$ cat src/rtl/rgb2gray_cfg.sv
// RGB565/RGB888 to 8-bit luma converter with frame-synchronous configuration,
// four output modes and a per-frame valid-pixel counter. Three-cycle latency.
module rgb2gray_cfg #(
    parameter int unsigned IN_FMT  = 0,
    parameter int unsigned CNT_W   = 20,
    parameter int unsigned DEF_KR  = 77,
    parameter int unsigned DEF_KG  = 150,
    parameter int unsigned DEF_KB  = 29,
    parameter int unsigned DEF_THR = 128
) (
    input  logic                                clk,
    input  logic                                rst,
    input  logic                                dvp_vsync,
    input  logic                                dvp_href,
    input  logic                                dvp_valid,
    input  logic [((IN_FMT != 0) ? 24 : 16)-1:0] dvp_data,
    input  logic [7:0]                          cfg_kr,
    input  logic [7:0]                          cfg_kg,
    input  logic [7:0]                          cfg_kb,
    input  logic [7:0]                          cfg_thr,
    input  logic [1:0]                          cfg_mode,
    output logic                                gray_valid,
    output logic                                gray_vsync,
    output logic                                gray_href,
    output logic [7:0]                          gray_data,
    output logic [CNT_W-1:0]                    frame_pix_cnt,
    output logic                                cnt_update
);

    localparam logic [CNT_W-1:0] CntMax = '1;

    logic [7:0] r8, g8, b8;

    if (IN_FMT != 0) begin : g_rgb888
        assign r8 = dvp_data[23:16];
        assign g8 = dvp_data[15:8];
        assign b8 = dvp_data[7:0];
    end else begin : g_rgb565
        assign r8 = {dvp_data[15:11], dvp_data[15:13]};
        assign g8 = {dvp_data[10:5], dvp_data[10:9]};
        assign b8 = {dvp_data[4:0], dvp_data[4:2]};
    end

    // Shadow configuration and frame-start detection
    logic       vs_q;
    logic       frame_start;
    logic [7:0] kr_q, kg_q, kb_q, thr_q;
    logic [1:0] mode_q;
    logic [CNT_W-1:0] cnt_q, cnt_d;
    logic [CNT_W-1:0] frame_cnt_q;
    logic             cnt_upd_q;

    // Stage 1: expanded pixel plus the shadow config it travels with
    logic       s1_valid_q, s1_href_q, s1_vsync_q;
    logic [7:0] s1_r_q, s1_g_q, s1_b_q;
    logic [7:0] s1_kr_q, s1_kg_q, s1_kb_q, s1_thr_q;
    logic [1:0] s1_mode_q;

    // Stage 2: products, max channel and G
    logic        s2_valid_q, s2_href_q, s2_vsync_q;
    logic [15:0] s2_pr_q, s2_pg_q, s2_pb_q;
    logic [7:0]  s2_mx_q, s2_g_q, s2_thr_q;
    logic [1:0]  s2_mode_q;
    logic [7:0]  mx_d;

    // Stage 3: outputs
    logic       s3_valid_q, s3_href_q, s3_vsync_q;
    logic [7:0] s3_data_q;
    logic [17:0] sum_d;
    logic [9:0]  y_d;
    logic [7:0]  grey_d, data_d;

    assign frame_start = dvp_vsync & ~vs_q;

    always_comb begin
        cnt_d = cnt_q;
        if (frame_start) begin
            cnt_d = CNT_W'(dvp_valid);
        end else if (dvp_valid && (cnt_q != CntMax)) begin
            cnt_d = cnt_q + CNT_W'(1);
        end
    end

    always_comb begin
        mx_d = s1_r_q;
        if (s1_g_q > mx_d) mx_d = s1_g_q;
        if (s1_b_q > mx_d) mx_d = s1_b_q;
    end

    always_comb begin
        sum_d  = 18'(s2_pr_q) + 18'(s2_pg_q) + 18'(s2_pb_q) + 18'd128;
        y_d    = sum_d[17:8];
        grey_d = (y_d > 10'd255) ? 8'hFF : y_d[7:0];
        data_d = grey_d;
        case (s2_mode_q)
            2'd0:    data_d = grey_d;
            2'd1:    data_d = s2_mx_q;
            2'd2:    data_d = (grey_d >= s2_thr_q) ? 8'hFF : 8'h00;
            default: data_d = s2_g_q;
        endcase
    end

    always_ff @(posedge clk) begin
        if (rst) begin
            vs_q        <= 1'b0;
            kr_q        <= 8'(DEF_KR);
            kg_q        <= 8'(DEF_KG);
            kb_q        <= 8'(DEF_KB);
            thr_q       <= 8'(DEF_THR);
            mode_q      <= 2'd0;
            cnt_q       <= '0;
            frame_cnt_q <= '0;
            cnt_upd_q   <= 1'b0;
        end else begin
            vs_q      <= dvp_vsync;
            cnt_q     <= cnt_d;
            cnt_upd_q <= frame_start;
            if (frame_start) begin
                kr_q        <= cfg_kr;
                kg_q        <= cfg_kg;
                kb_q        <= cfg_kb;
                thr_q       <= cfg_thr;
                mode_q      <= cfg_mode;
                frame_cnt_q <= cnt_q;
            end
        end
    end

    always_ff @(posedge clk) begin
        if (rst) begin
            s1_valid_q <= 1'b0; s1_href_q <= 1'b0; s1_vsync_q <= 1'b0;
            s1_r_q     <= '0;   s1_g_q    <= '0;   s1_b_q     <= '0;
            s1_kr_q    <= '0;   s1_kg_q   <= '0;   s1_kb_q    <= '0;
            s1_thr_q   <= '0;   s1_mode_q <= '0;
            s2_valid_q <= 1'b0; s2_href_q <= 1'b0; s2_vsync_q <= 1'b0;
            s2_pr_q    <= '0;   s2_pg_q   <= '0;   s2_pb_q    <= '0;
            s2_mx_q    <= '0;   s2_g_q    <= '0;   s2_thr_q   <= '0;
            s2_mode_q  <= '0;
            s3_valid_q <= 1'b0; s3_href_q <= 1'b0; s3_vsync_q <= 1'b0;
            s3_data_q  <= '0;
        end else begin
            s1_valid_q <= dvp_valid; s1_href_q <= dvp_href; s1_vsync_q <= dvp_vsync;
            s1_r_q     <= r8;        s1_g_q    <= g8;       s1_b_q     <= b8;
            s1_kr_q    <= kr_q;      s1_kg_q   <= kg_q;     s1_kb_q    <= kb_q;
            s1_thr_q   <= thr_q;     s1_mode_q <= mode_q;

            s2_valid_q <= s1_valid_q; s2_href_q <= s1_href_q; s2_vsync_q <= s1_vsync_q;
            s2_pr_q    <= 16'(s1_r_q) * 16'(s1_kr_q);
            s2_pg_q    <= 16'(s1_g_q) * 16'(s1_kg_q);
            s2_pb_q    <= 16'(s1_b_q) * 16'(s1_kb_q);
            s2_mx_q    <= mx_d;
            s2_g_q     <= s1_g_q;
            s2_thr_q   <= s1_thr_q;
            s2_mode_q  <= s1_mode_q;

            s3_valid_q <= s2_valid_q; s3_href_q <= s2_href_q; s3_vsync_q <= s2_vsync_q;
            s3_data_q  <= data_d;
        end
    end

    assign gray_valid    = s3_valid_q;
    assign gray_href     = s3_href_q;
    assign gray_vsync    = s3_vsync_q;
    assign gray_data     = s3_data_q;
    assign frame_pix_cnt = frame_cnt_q;
    assign cnt_update    = cnt_upd_q;

endmodule

$ cat config.mk
export PLATFORM = sky130hd
export DESIGN_NAME = rgb2gray_cfg
export DESIGN_NICKNAME = d
export VERILOG_FILES = /design/src/rtl/rgb2gray_cfg.sv
export SDC_FILE = /design/constraint.sdc
export NUM_CORES = 1
export LEC_CHECK = 0
export BUFFER_PORTS_ARGS = -buffer_cell sky130_fd_sc_hd__buf_4
export CAP_MARGIN = 20
export CORE_UTILIZATION = 58
export CTS_CLUSTER_DIAMETER = 40
export DETAILED_ROUTE_END_ITERATION = 16
export PLACE_DENSITY = 0.77
export SLEW_MARGIN = 25
export SYNTH_ARGS = -nofsm -noshare
export SYNTH_HDL_FRONTEND = slang
export SYNTH_SLANG_ARGS = --single-unit
$ cat constraint.sdc
create_clock -name clk -period 5.1 [get_ports clk]
set_input_delay 0.255 -clock clk [delete_from_list [all_inputs] [get_ports clk]]
set_output_delay 0.255 -clock clk [all_outputs]
set_load 0.01 [all_outputs]
### Word level (Yosys, flattened, before mapping)

Index checks and enable logic that the tools add are counted.

| operators by class | value |
|---|---|
| add/sub/neg operators | 4 |
| $mul | 3 |
| $lt $le $gt $ge | 4 |
| equality and inequality tests | 3 |
| multiplexer cells | 7 |
| bitwise gates (word level) | 2 |
| reductions and logical operators | 4 |

Operators with widths:

| cell | number |
|---|---|
| $mul 8x8->16 | 3 |
| $mux 8 | 4 |
| $pmux 8 s3 | 1 |
| $add 20x1->20 const B | 1 |
| $ne 20x20->1 const B | 1 |
| $add 17x16->18 | 1 |
| $add 18x8->18 const B | 1 |
| $add 16x16->17 | 1 |
| $gt 8x8->1 | 2 |
| $gt 10x8->1 const B | 1 |
| $ge 8x8->1 | 1 |
| $eq 2x1->1 const B | 1 |
| $eq 2x2->1 const B | 1 |
| $logic_not 2->1 | 1 |
| $mux 1 | 2 |
| $reduce_bool 2->1 | 1 |
| $reduce_or 2->1 | 1 |
| $and 1x1->1 | 1 |
| $logic_and 1x1->1 | 1 |
| $not 1->1 | 1 |

| word-level totals | value |
|---|---|
| register bits after elaboration | 224 |
| output and inout port bits | 32 |
| logic and storage cells | 61 |

### Depth between registers and ports, before layout

| logic depth | value |
|---|---|
| depth after elaboration | 8 |
| gate-level depth with buffers | 20 |
| gate-level depth less buffers | 19 |

### Worst setup path after synthesis

No wires, ideal clock.

| path | value |
|---|---|
| path type | register to register |
| start | reg s1_g_q[1] |
| end | reg s2_pg_q[14] |
| setup time | 121 ps |
| data arrival time | 4,147 ps |
| slack | 833 ps |
| stages on the path, launching flop included | 15 |
| buffers on the path | 1 |
| path through | dfxtp_1 clkbuf_1 and2_1 fa_1 fa_1 inv_1 fa_1 fa_1 inv_1 ha_1 nor2b_1 o21a_1 o31a_1 a31oi_1 mux2_2 |

| between the ends | value |
|---|---|
| cells in the longest elaborated chain, start to end | 1 |

Ends and longest elaborated chain:

| what | RTL line | source |
|---|---|---|
| start, declared | 55 | `logic [7:0] s1_r_q, s1_g_q, s1_b_q;` |
| start signal, assigned | 132 | `s1_r_q <= '0; s1_g_q <= '0; s1_b_q <= '0;` |
| start signal, assigned | 143 | `s1_r_q <= r8; s1_g_q <= g8; s1_b_q <= b8;` |
| $mul 8x8->16 | 149 | `s2_pg_q <= 16'(s1_g_q) * 16'(s1_kg_q);` |
| end signal, assigned | 149 |  |
| end, declared | 61 | `logic [15:0] s2_pr_q, s2_pg_q, s2_pb_q;` |

No other way between the ends.
A chain may end at the register's enable or synchronous reset.

### Worst setup path after layout

| path | value |
|---|---|
| start | reg s1_g_q[6] |
| end | reg s2_pg_q[14] |

The elaborated chain is that of the path after synthesis.

==> summary.md <==
| Metric | Value |
|---|---|
| Status | `finished clean` |
| Routed wire per std cell | `17.1 um` |
| Period Utilization, post-route | `90.0%` |
| Fmax | `218 MHz` |
| Diode count | `0` |
| Comb power frac | `22.0%` |
| Vias | `10400` |
| Nets@finish | `1907` |
| Worst-path clk slew | `0.06 ns` |
| GPL Wtd Cong | `0.938` |
| Xor/xnor cell area share of the yosys netlist | `3.00%` |
| Share of cells above drive strength 1 | `10.8%` |
| Drt pass-1 iters | `5` |
| First-pass GRT wire length | `53.5 mm` |
| I/O Pins | `87` |
| Top-count cell post-synth | `dfxtp_1` |
| Simple-Gate Fraction of Synth Area | `15.8%` |
| Area grow syn2layout | `17.3%` |
| Worst Path Required | `5.52 ns` |
| GR Overflow Total | `0` |
| Die area | `0.0248 mm2` |
| IO buf count | `86` |
| Main combinational cell family by area after synthesis | `adder cells` |
| Post-Layout Cell Count | `1912` |
| Worst Hold Class | `input pin to flop` |
| Clock network fraction of design power | `39.7%` |
| Async S/R FF share, synth | `0%` |
| Arrival @ worst endpoint | `5.01 ns` |
| CTS Root Cell | `clkbuf_16` |
| Final setup viols | `0` |
| Synth top area share | `30.5%` |
| Cell Pwr Density | `294 mW/mm2` |
| Synth Area in Compound Gates | `11.5%` |
| Tot GR Track Use | `27.5%` |
| TritonCTS clock tree | `yes` |
| Worst clock skew | `0.0236 ns` |
| DRT Wirelength | `32.7 mm` |
| CP max FO | `12` |
| Setup crit start kind | `flop` |
| Adder-Cell Fraction of Synth Area | `31.4%` |
| Slew Limit Fails | `0` |
| Max capacitance violation total | `0` |
| Routed Antenna Nets | `0` |
| Fin Setup TNS | `0 ns` |
| H-tree levels | `1` |
| Critical Path Sink Type | `flop` |
| Average footprint of a synthesized cell | `9.74 um2` |
| Sw Ratio | `30.0%` |
| Post-synth top area cell | `dfxtp_1` |
| Commonest cells post-synth | `214 x dfxtp_1, 210 x inv_1, 162 x ha_1` |
| Syn_nets | `1776` |
| Clock sink count | `214` |
| Residual DRC | `0` |
| Post-synthesis mux area share | `0.812%` |
| Yosys cell types | `67` |
| # Post-CTS Setup Buffers | `0` |
| Rows | `56` |
| Initial antenna violation count | `0` |
| Slew of the pin with the lowest slew margin | `0.809 ns` |
| Final count of hold timing violations | `0` |
| Cell Area, Synth | `0.0140 mm2` |
| EDFF count, synth | `0` |
| Static Leak | `8.13 nW` |
| Initial DRC count | `563` |
| RSZ-0062 raised after global routing | `no` |
| Top_reg_cell synth | `dfxtp_1` |
| Area contributors post-synth | `dfxtp_1 31%, fa_1 17%, ha_1 14%, inv_1 5.6%, nor2b_1 4.4%` |
| Overall Power | `0.00484 W` |
| Minimum clock period | `4.59 ns` |
| Int Power | `0.00339 W` |
| Die Span Y | `158 um` |
| Psw | `0.00145 W` |
| Share of power burned in registers | `38.3%` |
| Vias in the first global route | `10800` |
| Chip Width | `158 um` |
| Clk buf depth | `3` |
| HPWL after detailed placement | `24.8 mm` |
| Num CTS Buffers | `28` |
| Largest net degree at the start of global routing | `74` |
| Core ar. | `0.0236 mm2` |
| Final core occ | `69.7%` |
| VDD IR-drop max | `0.000243 V` |
| Placed instance count | `1808` |
| Synth Instances | `1440` |
| Initial Util | `59.4%` |
| Synthesis Warnings | `0` |
| Worst rel slew slack | `46.1%` |
| Seq cells post-synth | `214` |
| Skew-Pair Late Insertion Delay | `0.55 ns` |
| DR vias/cell | `5.44` |
| Post-synthesis sequential area ratio | `30.5%` |
| Kind of critical path | `flop to flop` |
==> layer usage <==
layer,vias up,share of wire (%),track usage (%)
li1,4998,-,-
met1,5067,44,35.5
met2,289,49,47.7
met3,49,5.5,4.24
met4,0,2.0,7.21
met5,-,0,0
==> power groups by stage <==
stage	Combinational (W)	Sequential, W	Clock (W)
2_1_floorplan	0.000729	0.00186	0
3_3_place_gp	0.000978	0.00189	0
3_5_place_dp	0.00101	0.00189	0
4_1_cts	0.00106	0.00185	0.00195
5_1_grt	0.00120	0.00187	0.00203
6_report	0.00106	0.00186	0.00192
==> flip-flops by register name (all words and copies together) (netlist names), 6 cells and up <==
register,count
s1_thr_q,8
s2_pg_q,16
cnt_q,20
frame_pix_cnt,20
s1_kr_q,8
s1_kg_q,8
kb_q,8
s2_thr_q,8
s1_g_q,6
s2_pb_q,16
s1_kb_q,8
thr_q,8
gray_data,8
kr_q,8
s2_pr_q,16
s2_mx_q,8
kg_q,8
s2_g_q,6
==> cells in the final DEF, fill, tap and decap left out, drive strengths merged, types with 8 or more instances in the layout <==
cell         count
and3             9
and2            89
clkbuf          34
clkinv          12
ha             162
dlygate4sd3     52
o22a            15
inv            214
nor2            72
o21ai           28
mux2i            8
nor3            16
nand2           68
a21o            15
xnor2           14
o21a            16
buf             93
xor2            34
dfxtp          214
nand2b          12
a22o            42
a21oi           49
nand3           16
fa             119
nor2b           99
==> path summary, 6_finish.rpt <==
kind,start,to,slack [ns],depth (start not counted)
min,dvp_data[15],s1_r_q[2],0.03,2
min reg2reg,s2_href_q,gray_href,0.44,1
max,s1_g_q[6],s2_pg_q[14],0.51,17
max reg2reg,s1_g_q[6],s2_pg_q[14],0.51,17
==> critical path: stages, from the launching register on <==
cell     delay [ns]
dfxtp_1        0.64
and2_1         0.26
ha_1           0.16
inv_1          0.05
fa_1           0.53
inv_1          0.05
ha_1           0.27
inv_1          0.05
fa_1           0.59
inv_1          0.06
ha_1           0.28
a21o_1         0.17
a21oi_1        0.20
nor2b_1        0.07
o21a_1         0.20
o31a_1         0.33
a31oi_1        0.18
mux2_2         0.36
==> logic make-up after synthesis <==
logic type | Yosys count
buffers and inverters | 255
multiplexers | 11
AND/OR/NAND/NOR | 411
adder cells (fa/ha/maj) | 281
XOR/XNOR | 48
flip-flops | 214
AO/OA/AOI/OAI | 220
==> metrics by stage <==
stage	setup slack, ns	hold slack, ns	cell area [um2]
after floorplan	0.833	0.364	14000
after global placement	0.546	0.419	15000
after detailed placement	0.477	0.426	15000
after CTS	0.446	0.0183	16500
after global routing	0.249	0.0226	16500
final	0.510	0.0328	16500
==> final cells by class <==
cell class / instances / area [um2]
Inverter: 211 / 792
Timing Repair Buffer: 145 / 1240
Tap cell: 319 / 399
Clock buffer: 34 / 763
Multi-Input combinational cell: 971 / 8790
Sequential cell: 214 / 4280
Fill cell: 1755 / 7160
Clock inverter: 18 / 185
==> timing repair <==
item / 4_1_cts / 5_1_grt
endpoints found under the setup margin: 0 / 1
gates resized for setup: 0 / 1
hold buffers: 52 / 0
hold endpoints to repair: 53 / 0
Power figures use the tool's default switching activity.
